$ cat config.mk
export PLATFORM = sky130hd
export DESIGN_NAME = fifo_rd_stream_flat
export DESIGN_NICKNAME = d
export VERILOG_FILES = /design/src/rtl/fifo_rd_stream_if.sv /design/src/rtl/fifo_rd_stream.sv /design/src/flat_wrapper.sv
export SDC_FILE = /design/constraint.sdc
export NUM_CORES = 1
export LEC_CHECK = 0
export ABC_AREA = 1
export BUFFER_PORTS_ARGS = -buffer_cell sky130_fd_sc_hd__buf_2
export CORE_AREA = 2 2 79 81
export CTS_CLUSTER_SIZE = 14
export DETAILED_ROUTE_END_ITERATION = 8
export DIE_AREA = 0 0 81 83
export PLACE_DENSITY = 0.8
export SYNTH_ARGS = -nofsm -noshare
export SYNTH_HDL_FRONTEND = slang
export SYNTH_SLANG_ARGS = --single-unit
$ cat constraint.sdc
create_clock -name clk -period 5.8 [get_ports clk]
set_clock_uncertainty 0.1 [all_clocks]
set_input_delay 0.87 -clock clk [delete_from_list [all_inputs] [get_ports clk]]
set_output_delay 0.87 -clock clk [all_outputs]
set_load 0.05 [all_outputs]
$ cat src/rtl/fifo_rd_stream_if.sv
// Valid/ready word stream leaving the FIFO read adapter.
// Master drives vld/dat, slave returns rdy.
interface fifo_rd_stream_if #(
  parameter int DATA_W = 32
);
  logic              vld;
  logic              rdy;
  logic [DATA_W-1:0] dat;

  modport master (
    output vld,
    output dat,
    input  rdy
  );

  modport slave (
    input  vld,
    input  dat,
    output rdy
  );
endinterface

$ cat src/rtl/fifo_rd_stream.sv
// FIFO read-side adapter: issues reads, absorbs the 1-cycle read
// latency in a small skid buffer, and presents a full-rate stream.
module fifo_rd_stream #(
  parameter int DATA_W     = 32,
  parameter int SKID_DEPTH = 2,
  parameter int CNT_W      = 2
) (
  input  logic              clk,
  input  logic              rst,
  input  logic              fifo_empty,
  output logic              fifo_rd,
  input  logic [DATA_W-1:0] fifo_rd_dat,
  input  logic              fifo_rd_dat_vld,
  input  logic              flush,
  fifo_rd_stream_if.master  out,
  output logic [CNT_W-1:0]  occ,
  output logic              err
);

  localparam int PTR_W =
    (SKID_DEPTH > 1) ? $clog2(SKID_DEPTH) : 1;
  localparam logic [CNT_W:0] DEPTH =
    (CNT_W+1)'(SKID_DEPTH);
  localparam logic [PTR_W-1:0] LAST =
    PTR_W'(SKID_DEPTH - 1);

  logic [DATA_W-1:0] mem [SKID_DEPTH];
  logic [PTR_W-1:0]  head;
  logic [PTR_W-1:0]  tail;
  logic              inflight;
  logic              rst_d;

  logic              pop;
  logic              take;
  logic              push;
  logic              ovf;
  logic              stray;
  logic [CNT_W:0]    pend;
  logic [CNT_W:0]    after;

  function automatic logic [PTR_W-1:0] nxt(
    input logic [PTR_W-1:0] p
  );
    return (p == LAST) ? '0 : p + 1'b1;
  endfunction

  assign out.vld = (occ != '0);
  assign out.dat = mem[head];

  assign pop = out.vld & out.rdy;

  // Read gate looks at this cycle's pop, so out.rdy reaches
  // fifo_rd combinationally; this keeps one word per cycle.
  assign pend = {1'b0, occ}
              + {{CNT_W{1'b0}}, inflight}
              - {{CNT_W{1'b0}}, pop};
  assign fifo_rd = ~rst & ~flush & ~fifo_empty
                 & (pend < DEPTH);

  assign take  = fifo_rd_dat_vld & inflight & ~flush;
  assign after = {1'b0, occ} + (CNT_W+1)'(1)
               - {{CNT_W{1'b0}}, pop};
  assign ovf   = after > DEPTH;
  assign push  = take & ~ovf;

  // Data valid with nothing outstanding is a protocol fault,
  // except right after reset when a pre-reset read may land.
  assign stray = fifo_rd_dat_vld & ~inflight
               & ~flush & ~rst_d;

  always_ff @(posedge clk) begin
    if (rst) begin
      occ      <= '0;
      head     <= '0;
      tail     <= '0;
      inflight <= 1'b0;
      err      <= 1'b0;
      rst_d    <= 1'b1;
      for (int i = 0; i < SKID_DEPTH; i++) begin
        mem[i] <= '0;
      end
    end else begin
      rst_d    <= 1'b0;
      inflight <= fifo_rd;
      if (stray | (take & ovf)) begin
        err <= 1'b1;
      end
      if (flush) begin
        occ  <= '0;
        head <= tail;
      end else begin
        if (push) begin
          mem[tail] <= fifo_rd_dat;
          tail      <= nxt(tail);
        end
        if (pop) begin
          head <= nxt(head);
        end
        occ <= occ + CNT_W'(push) - CNT_W'(pop);
      end
    end
  end

endmodule

$ cat src/flat_wrapper.sv
// flat-port wrapper written by rule: the top's interface ports become plain ports
module fifo_rd_stream_flat 
#(
  parameter int DATA_W     = 32,
  parameter int SKID_DEPTH = 2,
  parameter int CNT_W      = 2
)
  (clk, rst, fifo_empty, fifo_rd, fifo_rd_dat, fifo_rd_dat_vld, flush, occ, err, out_vld, out_dat, out_rdy);
  fifo_rd_stream_if #(.DATA_W(DATA_W)) out_i ();
  input  logic clk;
  input  logic rst;
  input  logic fifo_empty;
  output logic fifo_rd;
  input  logic [DATA_W-1:0] fifo_rd_dat;
  input  logic fifo_rd_dat_vld;
  input  logic flush;
  output logic [CNT_W-1:0] occ;
  output logic err;
  output wire logic [$bits(out_i.vld)-1:0] out_vld;
  output wire logic [$bits(out_i.dat)-1:0] out_dat;
  input wire logic [$bits(out_i.rdy)-1:0] out_rdy;
  assign out_vld = out_i.vld;
  assign out_dat = out_i.dat;
  assign out_i.rdy = out_rdy;
  fifo_rd_stream #(.DATA_W(DATA_W), .SKID_DEPTH(SKID_DEPTH), .CNT_W(CNT_W)) u_core (.clk(clk), .rst(rst), .fifo_empty(fifo_empty), .fifo_rd(fifo_rd), .fifo_rd_dat(fifo_rd_dat), .fifo_rd_dat_vld(fifo_rd_dat_vld), .flush(flush), .out(out_i), .occ(occ), .err(err));
endmodule
==> impl_metrics.env, run 1 <==
export IMPL_grtUsageMet3=0.0337
export IMPL_cap_viol_max_count=0
export IMPL_clock_sinks=72
export IMPL_htree_levels=3
export IMPL_initial_core_util=0.565
export IMPL_post_route_min_period_ns=3.55
export IMPL_core_area_um2=5820
export IMPL_ios=75
export IMPL_cp_arrival_ns=2.58
export IMPL_crit_fanout=3
export IMPL_hold_viol=0
export IMPL_wirelength_mm=5.77
export IMPL_cpMaxStageDelayCell="fa_1"
export IMPL_min_from="u_core.err$_SDFFE_PP0P_"
export IMPL_synth_area_per_cell_um2=12.2
export IMPL_cts_tree="built"
export IMPL_r2r_slack_ns=2.41
export IMPL_grt_pass1_wl_mm=9.30
export IMPL_cts_hold_buf=0
export IMPL_peakVddDrop_mv=0.158
export IMPL_globalRouteOverflowTotal=0
export IMPL_dieArea_um2=6720
export IMPL_areaGrowthSynthToFinish_pct=18.0
export IMPL_drc=0
export IMPL_drt_iter0_drc=128
export IMPL_place_ws_ns=2.01
export IMPL_crit_path_cell_trace="buf_2, nand2_1, inv_1, ha_1, nor2_1, fa_1, nor2_1, nand2_1, nor3_1, buf_2"
export IMPL_ant_nets=0
export IMPL_track_usage=0.185
export IMPL_drive_above_1_share=0.429
export IMPL_numCtsBuffers=9
export IMPL_post_cts_buffers=0
export IMPL_setup_violations_final=0
export IMPL_synth_edff_count=64
export IMPL_port_buffer_count=74
export IMPL_reg2reg_from="u_core.occ[1]$_SDFF_PP0_"
export IMPL_ys_flop_type="edfxtp_1"
export IMPL_std_cell_rows=28
export IMPL_min_path_cells=2
export IMPL_tightestPinTransition_ns=0.730
export IMPL_fmax_mhz=282
export IMPL_synth_xor_area_share=0.00266
export IMPL_synth_most_common_cell="edfxtp_1"
export IMPL_crit_type="primary input to output port"
export IMPL_grt_antenna_before_repair=0
export IMPL_layout_worst_path_cycle_share=0.612
export IMPL_clockBufferDepth=2
export IMPL_status="finished clean"
export IMPL_yosysWarnings=0
export IMPL_r2r_cells=11
export IMPL_synthSimpleGateAreaFrac=0.143
export IMPL_whs_ns=0.428
export IMPL_max_stage_delay_ns=0.42
export IMPL_clkSlewWorstSetupHoldPaths_ns=0.07
export IMPL_via_per_inst=4.74
export IMPL_synth_area_leaders="edfxtp_1, mux2_2, inv_1, nor2_2, nor2_1"
export IMPL_reg2reg_to="u_core.mem[0][31]$_SDFFCE_PN0P_"
export IMPL_min_to="u_core.err$_SDFFE_PP0P_"
export IMPL_synthesis_area_um2=3290
export IMPL_powerDensity_nw_per_um2=281
export IMPL_ys_ff_latch=72
export IMPL_synth_top_family_by_area="simple AND/OR/NAND/NOR gates"
export IMPL_fin_tns_setup_ns=0
export IMPL_synth_cells=269
export IMPL_end_kind="output port"
export IMPL_grt_use_met2=0.298
export IMPL_p_leak_nw=1.79
export IMPL_worstSkewPairLatency_ns=0.34
export IMPL_required_ns=4.83
export IMPL_yosysSeqAreaShare=0.633
export IMPL_setup_ws_ns=2.25
export IMPL_synthDistinctLibCells=22
export IMPL_synth_top_area_cell="edfxtp_1"
export IMPL_hpwl_mm=3.87
export IMPL_die_x_um=81
export IMPL_cts_root_buf="clkbuf_8"
export IMPL_synth_fa_ha_area_frac=0.0289
export IMPL_drt_pre_antenna_iters=4
export IMPL_synth_nets=314
export IMPL_hold_path_class="register to register"
export IMPL_muxShareOfSynthArea=0.110
export IMPL_die_y_um=83
export IMPL_critPathBufInv=3
export IMPL_rsz0062_at_grt="false"
export IMPL_synth_top_area_share=0.585
export IMPL_crit_family="adder cells"
export IMPL_grt_busiest_layer="met2"
export IMPL_synth_commonest_cells="edfxtp_1, inv_1, nor2_1"
export IMPL_gp_congestion=0.816
export IMPL_synth_compound_area_frac=0.00457
export IMPL_nFillCells=455
export IMPL_grt_start_max_net_pins=35
export IMPL_grtUsageMet1=0.228
export IMPL_grt_pass1_vias=2073
export IMPL_num_vias=2024
export IMPL_cts_resized_gates=0
export IMPL_insertedDiodeCount=0
export IMPL_ys_async_sr_fraction=0
export IMPL_slew_viol_final=0
export IMPL_start_kind="primary input"
export IMPL_relSlewSlack=0.513
export IMPL_post_drt_wl_per_cell_um=13.5
export IMPL_fin_nets=392
layer usage:
| metal | part of all wire | wire (um) |
|---|---|---|
| met5 | 0 | 0 |
| met2 | 0.51 | 2940 |
| met3 | 0.046 | 267 |
| met4 | 0.030 | 172 |
| met1 | 0.41 | 2390 |
placed cells by master, fill, tap and decap left out, types with 6 or more instances in the layout:
cell type,netlist,layout
mux2_2,30,30
buf_2,3,74
clkbuf_8,0,9
nor2_2,28,28
nand2_1,14,14
dfxtp_1,8,8
inv_1,48,48
ha_1,6,6
nor2_1,45,45
edfxtp_1,64,64
area by class of cell:
type / count / area (um2) / share of cell area
clock buffers: 11 / 131 / 0.0339
clock inverters: 5 / 47.5 / 0.0123
inverters: 48 / 180 / 0.0465
multi-input cells: 139 / 950 / 0.245
flip-flops and latches: 72 / 2080 / 0.537
well taps: 75 / 93.8 / 0.0242
repair buffers: 77 / 393 / 0.101
stage by stage:
stage / power, mW / util / std cells / area (um2)
floorplan: 0.697 / - / 269 / 3290
global placement: 0.732 / 0.636 / 411 / 3700
detailed placement: 0.734 / 0.636 / 411 / 3700
CTS: 1.10 / 0.667 / 427 / 3880
global route: 1.13 / 0.667 / 427 / 3880
finish: 1.09 / 0.667 / 427 / 3880
report_power, final:
group / total (mW) / switching [mW] / internal (mW)
registers: 0.586 / 0.00508 / 0.581
clock network: 0.368 / 0.173 / 0.195
logic: 0.136 / 0.0971 / 0.0387
worst max path at each step:
stage          depth (start not counted)                     start  slack [ns]                         endpoint
2_1_floorplan                         10  u_core.occ[1]$_SDFF_PP0_        1.33                          fifo_rd
3_3_place_gp                          10                   out_rdy        2.11  u_core.mem[0][31]$_SDFFCE_PN0P_
3_5_place_dp                          10                   out_rdy        2.01  u_core.mem[0][30]$_SDFFCE_PN0P_
4_1_cts                               11  u_core.occ[1]$_SDFF_PP0_        2.24                          fifo_rd
5_1_grt                               11  u_core.occ[1]$_SDFF_PP0_        2.07                          fifo_rd
6_report                              10                   out_rdy        2.25                          fifo_rd
logic make-up (layout without fill, tap and decap cells):
kind of cell,Yosys count,after routing
compound gates,3,3
mux,32,32
fa+ha+maj,7,7
simple gates,96,96
xor+xnor,1,1
flops,72,72
buf+inv,58,141
registers in the layout (all words and copies together), names as in the netlist, named ones only:
name             cells
u_core.mem          64
u_core.occ           2
u_core.err           1
u_core.head          1
u_core.inflight      1
u_core.rst_d         1
u_core.tail          1
worst reg2reg max path, cell delays in order (launching register included):
cell	delay, ns
dfxtp_1	0.34
inv_1	0.16
nand2_1	0.11
nand2_1	0.11
ha_1	0.18
inv_1	0.05
ha_1	0.26
nand2_1	0.07
nand2_2	0.11
nand4_4	0.56
nand2_1	0.61
buf_4	0.40
(Power assumes the default switching activity.)
==> run 2, diff against run 1 <==
--- a/config.mk
+++ b/config.mk
@@ -5,13 +5,13 @@
 export SDC_FILE = /design/constraint.sdc
 export NUM_CORES = 1
 export LEC_CHECK = 0
-export ABC_AREA = 1
+export ABC_AREA = 0
 export BUFFER_PORTS_ARGS = -buffer_cell sky130_fd_sc_hd__buf_2
-export CORE_AREA = 2 2 79 81
+export CORE_AREA = 2 2 85 87
 export CTS_CLUSTER_SIZE = 14
 export DETAILED_ROUTE_END_ITERATION = 8
-export DIE_AREA = 0 0 81 83
-export PLACE_DENSITY = 0.8
+export DIE_AREA = 0 0 87 89
+export PLACE_DENSITY = 0.71
 export SYNTH_ARGS = -nofsm -noshare
 export SYNTH_HDL_FRONTEND = slang
 export SYNTH_SLANG_ARGS = --single-unit
==> constraint.sdc (replaced) <==
create_clock -name clk -period 3 [get_ports clk]
set_clock_uncertainty 0.1 [all_clocks]
set_input_delay 0.45 -clock clk [delete_from_list [all_inputs] [get_ports clk]]
set_output_delay 0.45 -clock clk [all_outputs]
set_load 0.05 [all_outputs]
==> impl_metrics.env, run 2 <==
export IMPL_insertedDiodeCount=0
export IMPL_ant_nets=0
export IMPL_hold_viol=0
export IMPL_synthesis_area_um2=3210
export IMPL_crit_fanout=4
export IMPL_grt_pass1_wl_mm=8.57
export IMPL_post_route_min_period_ns=2.92
export IMPL_areaGrowthSynthToFinish_pct=24.4
export IMPL_start_kind="register"
export IMPL_synth_nets=265
export IMPL_ys_ff_latch=72
export IMPL_peakVddDrop_mv=0.271
export IMPL_grt_pass1_vias=1806
export IMPL_initial_core_util=0.478
export IMPL_synthDistinctLibCells=28
export IMPL_tightestPinTransition_ns=0.442
export IMPL_die_y_um=89
export IMPL_nFillCells=552
export IMPL_htree_levels=3
export IMPL_ys_async_sr_fraction=0
export IMPL_gp_congestion=0.734
export IMPL_via_per_inst=4.95
export IMPL_synth_area_per_cell_um2=14.6
export IMPL_r2r_cells=10
export IMPL_slew_viol_final=0
export IMPL_layout_common_cells="buf_2, and2_1, edfxtp_1, mux2_2, clkbuf_8"
export IMPL_min_to="u_core.rst_d$_DFF_P_"
export IMPL_final_common_cell="buf_2"
export IMPL_dieArea_um2=7740
export IMPL_numCtsBuffers=9
export IMPL_largest_reg_flops=64
export IMPL_core_area_um2=6720
export IMPL_p_sw_mw=0.523
export IMPL_track_usage=0.150
export IMPL_p_comb_frac=0.124
export IMPL_relSlewSlack=0.705
export IMPL_port_buffer_count=74
export IMPL_clock_sinks=72
export IMPL_cap_viol_max_count=0
export IMPL_die_x_um=87
export IMPL_cts_root_buf="clkbuf_8"
export IMPL_drt_iter0_drc=91
export IMPL_reg_top3="u_core.mem: 64 flops, u_core.occ: 2 flops"
export IMPL_wirelength_mm=5.74
export IMPL_fin_util=0.595
export IMPL_synth_top_area_share=0.598
export IMPL_whs_ns=0.278
export IMPL_drive_above_1_share=0.458
export IMPL_crit_type="register to output port"
export IMPL_yosysSeqAreaShare=0.648
export IMPL_fin_nets=348
export IMPL_seqPwrFrac=0.537
export IMPL_min_path_cells=1
export IMPL_worstSkewPairLatency_ns=0.32
export IMPL_status="finished clean"
export IMPL_setup_violations_final=0
export IMPL_grt_antenna_before_repair=0
export IMPL_swShare=0.247
export IMPL_cts_tree="built"
export IMPL_reg2reg_to="u_core.mem[0][14]$_SDFFCE_PN0P_"
export IMPL_synth_commonest_cells="and2_1, edfxtp_1, mux2_2"
export IMPL_synth_cells=220
export IMPL_clockBufferDepth=2
export IMPL_globalRouteOverflowTotal=0
export IMPL_yosysWarnings=0
export IMPL_std_cell_rows=30
export IMPL_power_frac_clock=0.339
export IMPL_p_leak_nw=1.67
export IMPL_layout_worst_path_cycle_share=0.973
export IMPL_min_from="rst"
export IMPL_fmax_mhz=343
export IMPL_drc=0
export IMPL_r2r_slack_ns=0.30
export IMPL_ios=75
export IMPL_post_drt_wl_per_cell_um=14.8
export IMPL_powerDensity_nw_per_um2=529
export IMPL_hpwl_mm=3.60
export IMPL_grt_start_max_net_pins=34
export IMPL_rsz0062_at_grt="true"
export IMPL_ys_flop_type="edfxtp_1"
export IMPL_reg2reg_from="u_core.occ[0]$_SDFF_PP0_"
export IMPL_intPower_mw=1.59
export IMPL_drt_pre_antenna_iters=5
export IMPL_cp_arrival_ns=2.37
export IMPL_required_ns=2.45
export IMPL_num_vias=1922
export IMPL_end_kind="output port"
export IMPL_top_register="u_core.mem"
export IMPL_clkSlewWorstSetupHoldPaths_ns=0.07
export IMPL_synth_top_area_cell="edfxtp_1"
export IMPL_hold_path_class="primary input to register"
export IMPL_synth_area_leaders="edfxtp_1, and2_1, mux2_2, dfxtp_1, ha_1"
export IMPL_synth_edff_count=64
-- run 2: cell count changes after synthesis, moves of 4 or more --
cell	before	now
and2_1	0	64
nor2_1	45	3
inv_1	48	8
nor2_2	28	0
nand2_1	14	1
clkbuf_1	1	5
-- run 2: power groups by stage --
stage	Combinational, mW	Clock (mW)	Sequential (mW)
after floorplan	0.178	0	1.16
after global placement	0.261	0	1.15
after detailed placement	0.263	0	1.16
after CTS	0.266	0.736	1.14
after global routing	0.278	0.782	1.14
final	0.263	0.717	1.14
-- run 2: worst max-delay path by stage --
| stage | from | end | slack, ns |
|---|---|---|---|
| 2_1_floorplan | u_core.occ[1]$_SDFF_PP0_ | fifo_rd | 0.11 |
| 6_report | u_core.occ[0]$_SDFF_PP0_ | fifo_rd | 0.08 |
| 3_5_place_dp | out_rdy | fifo_rd | -0.007 |
| 3_3_place_gp | out_rdy | fifo_rd | 0.06 |
| 4_1_cts | u_core.occ[1]$_SDFF_PP0_ | fifo_rd | 0.03 |
| 5_1_grt | u_core.occ[0]$_SDFF_PP0_ | fifo_rd | -0.03 |
-- run 2: timing repair --
item	in CTS	in global routing
hold buffers	0	0
endpoints found under the setup margin	1	1
gates cloned	0	0
pin swaps	0	1
resized for setup	6	3
setup buffers	0	1
-- run 2: cell type report --
class | count | area, um2 | share of cell area
Inverter | 8 | 30.0 | 0.00752
Sequential cell | 72 | 2080 | 0.522
Clock inverter | 4 | 47.5 | 0.0119
Multi-Input combinational cell | 129 | 1100 | 0.275
Clock buffer | 12 | 135 | 0.0338
Tap cell | 80 | 100 | 0.0251
Timing Repair Buffer | 83 | 498 | 0.125
-- run 2: worst max-delay path, stage by stage, from the launching register on --
cell     delay (ns)
dfxtp_2        0.34
o21ai_2        0.17
inv_2          0.07
ha_4           0.29
nor2b_4        0.04
fa_1           0.43
or4_4          0.44
nor2_4         0.13
buf_8          0.15
-- run 2: cell families (layout without fill, tap and decap cells) --
logic type | count (synthesis) | in the layout | synth area share
AND/OR/NAND/NOR | 77 | 77 | 0.150
flip-flops | 72 | 72 | 0.648
multiplexers | 32 | 32 | 0.112
buffers and inverters | 19 | 107 | 0.0234
AO/OA/AOI/OAI | 10 | 10 | 0.0280
adder cells (fa/ha/maj) | 7 | 7 | 0.0296
XOR/XNOR | 3 | 3 | 0.00818
-- run 2: per-stage QoR --
stage               cell area [um2]  cells  TNS [ns]  worst slack, ns  power (mW)
floorplan                      3220    220         0            0.110        1.34
global placement               3770    371         0           0.0618        1.42
detailed placement             3770    371  -0.00670         -0.00670        1.42
CTS                            3980    387         0           0.0306        2.14
global route                   4000    388   -0.0263          -0.0263        2.20
finish                         4000    388         0           0.0815        2.12
-- run 2: layer usage --
metal | wire length, um | track usage | up-vias
met3 | 178 | 0.0295 | 6
met5 | 0 | 0 | -
met2 | 3030 | 0.269 | 42
met4 | 86 | 0.0810 | 0
li1 | - | - | 934
met1 | 2440 | 0.168 | 940
==> run 3, diff against run 2 <==
--- a/config.mk
+++ b/config.mk
@@ -12,6 +12,7 @@
 export DETAILED_ROUTE_END_ITERATION = 8
 export DIE_AREA = 0 0 87 89
 export PLACE_DENSITY = 0.71
+export SETUP_SLACK_MARGIN = 0.1
 export SYNTH_ARGS = -nofsm -noshare
 export SYNTH_HDL_FRONTEND = slang
 export SYNTH_SLANG_ARGS = --single-unit
==> impl_metrics.env, run 3 (synthesis gave the netlist of run 2 again) <==
export IMPL_cp_arrival_ns=2.38
export IMPL_placed_area_um2=3770
export IMPL_hold_path_class="primary input to register"
export IMPL_critPathBufInv=2
export IMPL_instances_no_fill=388
export IMPL_final_cell_area_um2=3990
export IMPL_layout_worst_path_cycle_share=0.976
export IMPL_peakVddDrop_mv=0.271
export IMPL_clock_sinks=72
export IMPL_clockBufferDepth=2
export IMPL_worstSkewPairLatency_ns=0.32
export IMPL_crit_path_cell_trace="o21ai_2, inv_2, ha_4, nor2b_2, fa_1, or4_4, nor2_4, buf_6"
export IMPL_ant_nets=0
export IMPL_post_route_min_period_ns=2.93
export IMPL_drt_pre_antenna_iters=4
export IMPL_layout_common_cells="buf_2, and2_1, edfxtp_1, mux2_2, clkbuf_8"
export IMPL_track_usage=0.150
export IMPL_wirelength_mm=5.76
export IMPL_end_kind="output port"
export IMPL_initial_core_util=0.478
export IMPL_fin_nets=348
export IMPL_hpwl_mm=3.60
export IMPL_place_ws_ns=-0.00670
export IMPL_via_per_inst=4.96
export IMPL_crit_fanout=4
export IMPL_status="finished clean"
export IMPL_required_ns=2.45
export IMPL_relSlewSlack=0.705
export IMPL_dieArea_um2=7740
export IMPL_whs_ns=0.276
export IMPL_std_cell_rows=30
export IMPL_die_x_um=87
export IMPL_max_stage_delay_ns=0.44
export IMPL_grt_pass1_vias=1820
export IMPL_setup_violations_final=0
export IMPL_final_common_cell="buf_2"
export IMPL_p_leak_nw=1.67
export IMPL_hold_viol=0
export IMPL_grt_pass1_wl_mm=8.60
export IMPL_slew_viol_final=0
export IMPL_r2r_cells=10
export IMPL_grt_start_max_net_pins=34
export IMPL_setup_ws_ns=0.0717
export IMPL_areaGrowthSynthToFinish_pct=24.1
export IMPL_start_kind="register"
export IMPL_powerDensity_nw_per_um2=531
export IMPL_fmax_mhz=341
export IMPL_crit_type="register to output port"
export IMPL_insertedDiodeCount=0
export IMPL_top_register="u_core.mem"
export IMPL_min_path_cells=1
export IMPL_cap_viol_max_count=0
export IMPL_htree_levels=3
export IMPL_ios=75
export IMPL_cts_root_buf="clkbuf_8"
export IMPL_core_area_um2=6720
export IMPL_reg_top3="u_core.mem: 64 flops, u_core.occ: 2 flops"
export IMPL_die_y_um=89
export IMPL_cpMaxStageDelayCell="or4_4"
export IMPL_dp_cells=371
export IMPL_drt_iter0_drc=91
export IMPL_port_buffer_count=74
export IMPL_cts_tree="built"
export IMPL_clkSlewWorstSetupHoldPaths_ns=0.07
export IMPL_rsz0062_at_grt="true"
export IMPL_grt_antenna_before_repair=0
export IMPL_numCtsBuffers=9
export IMPL_worstSetupPathDepth=8
export IMPL_drive_above_1_share=0.458
export IMPL_num_vias=1925
export IMPL_crit_family="simple AND/OR/NAND/NOR gates"
export IMPL_gp_congestion=0.734
export IMPL_largest_reg_flops=64
export IMPL_globalRouteOverflowTotal=0
export IMPL_tightestPinTransition_ns=0.442
export IMPL_post_drt_wl_per_cell_um=14.8
export IMPL_drc=0
==> run 3: cell types whose count changed in the layout (fill, tap and decap cells not counted) <==
cell,change
nor2b_4,-1
buf_6,+1
nor2b_2,+1
buf_8,-1
==> run 3: metal layers <==
| layer | global-route usage | share of wire |
|---|---|---|
| met5 | 0 | 0 |
| met4 | 0.0810 | 0.015 |
| met3 | 0.0295 | 0.030 |
| met2 | 0.271 | 0.53 |
| met1 | 0.168 | 0.43 |
==> run 3: final cells by class <==
| type | count | area (um2) |
|---|---|---|
| Clock buffer | 12 | 135 |
| Clock inverter | 4 | 47.5 |
| Fill cell | 553 | 2730 |
| Inverter | 8 | 30.0 |
| Multi-Input combinational cell | 129 | 1090 |
| Sequential cell | 72 | 2080 |
| Tap cell | 80 | 100 |
| Timing Repair Buffer | 83 | 494 |
==> run 3: power breakdown <==
part	internal, mW	leakage [nW]	switching (mW)
Combinational	0.0846	0.852	0.178
Clock	0.383	0.0904	0.335
Sequential	1.12	0.728	0.0101
Total	1.59	1.67	0.523
==> run 3: what timing repair did <==
item                                    in CTS  in global routing
endpoints found under the setup margin       1                  1
gates resized for setup                      7                  0
pin swaps                                    1                  0
setup buffers                                1                  0
hold endpoints to repair                     0                  0
hold buffers                                 0                  0
==> run 3: final timing paths <==
path                                  from                              end  slack [ns]
hold reg to reg    u_core.err$_SDFFE_PP0P_          u_core.err$_SDFFE_PP0P_        0.44
setup / recovery  u_core.occ[0]$_SDFF_PP0_                          fifo_rd        0.07
setup reg to reg  u_core.occ[0]$_SDFF_PP0_  u_core.mem[0][14]$_SDFFCE_PN0P_        0.27
hold / removal                         rst             u_core.rst_d$_DFF_P_        0.28
==> run 3: stage by stage <==
stage	power (mW)	utilization	setup TNS, ns
3_3_place_gp	1.42	0.561	0
2_1_floorplan	1.34	-	0
4_1_cts	2.14	0.593	0
5_1_grt	2.20	0.593	-0.0444
3_5_place_dp	1.42	0.561	-0.00670
6_report	2.11	0.593	0
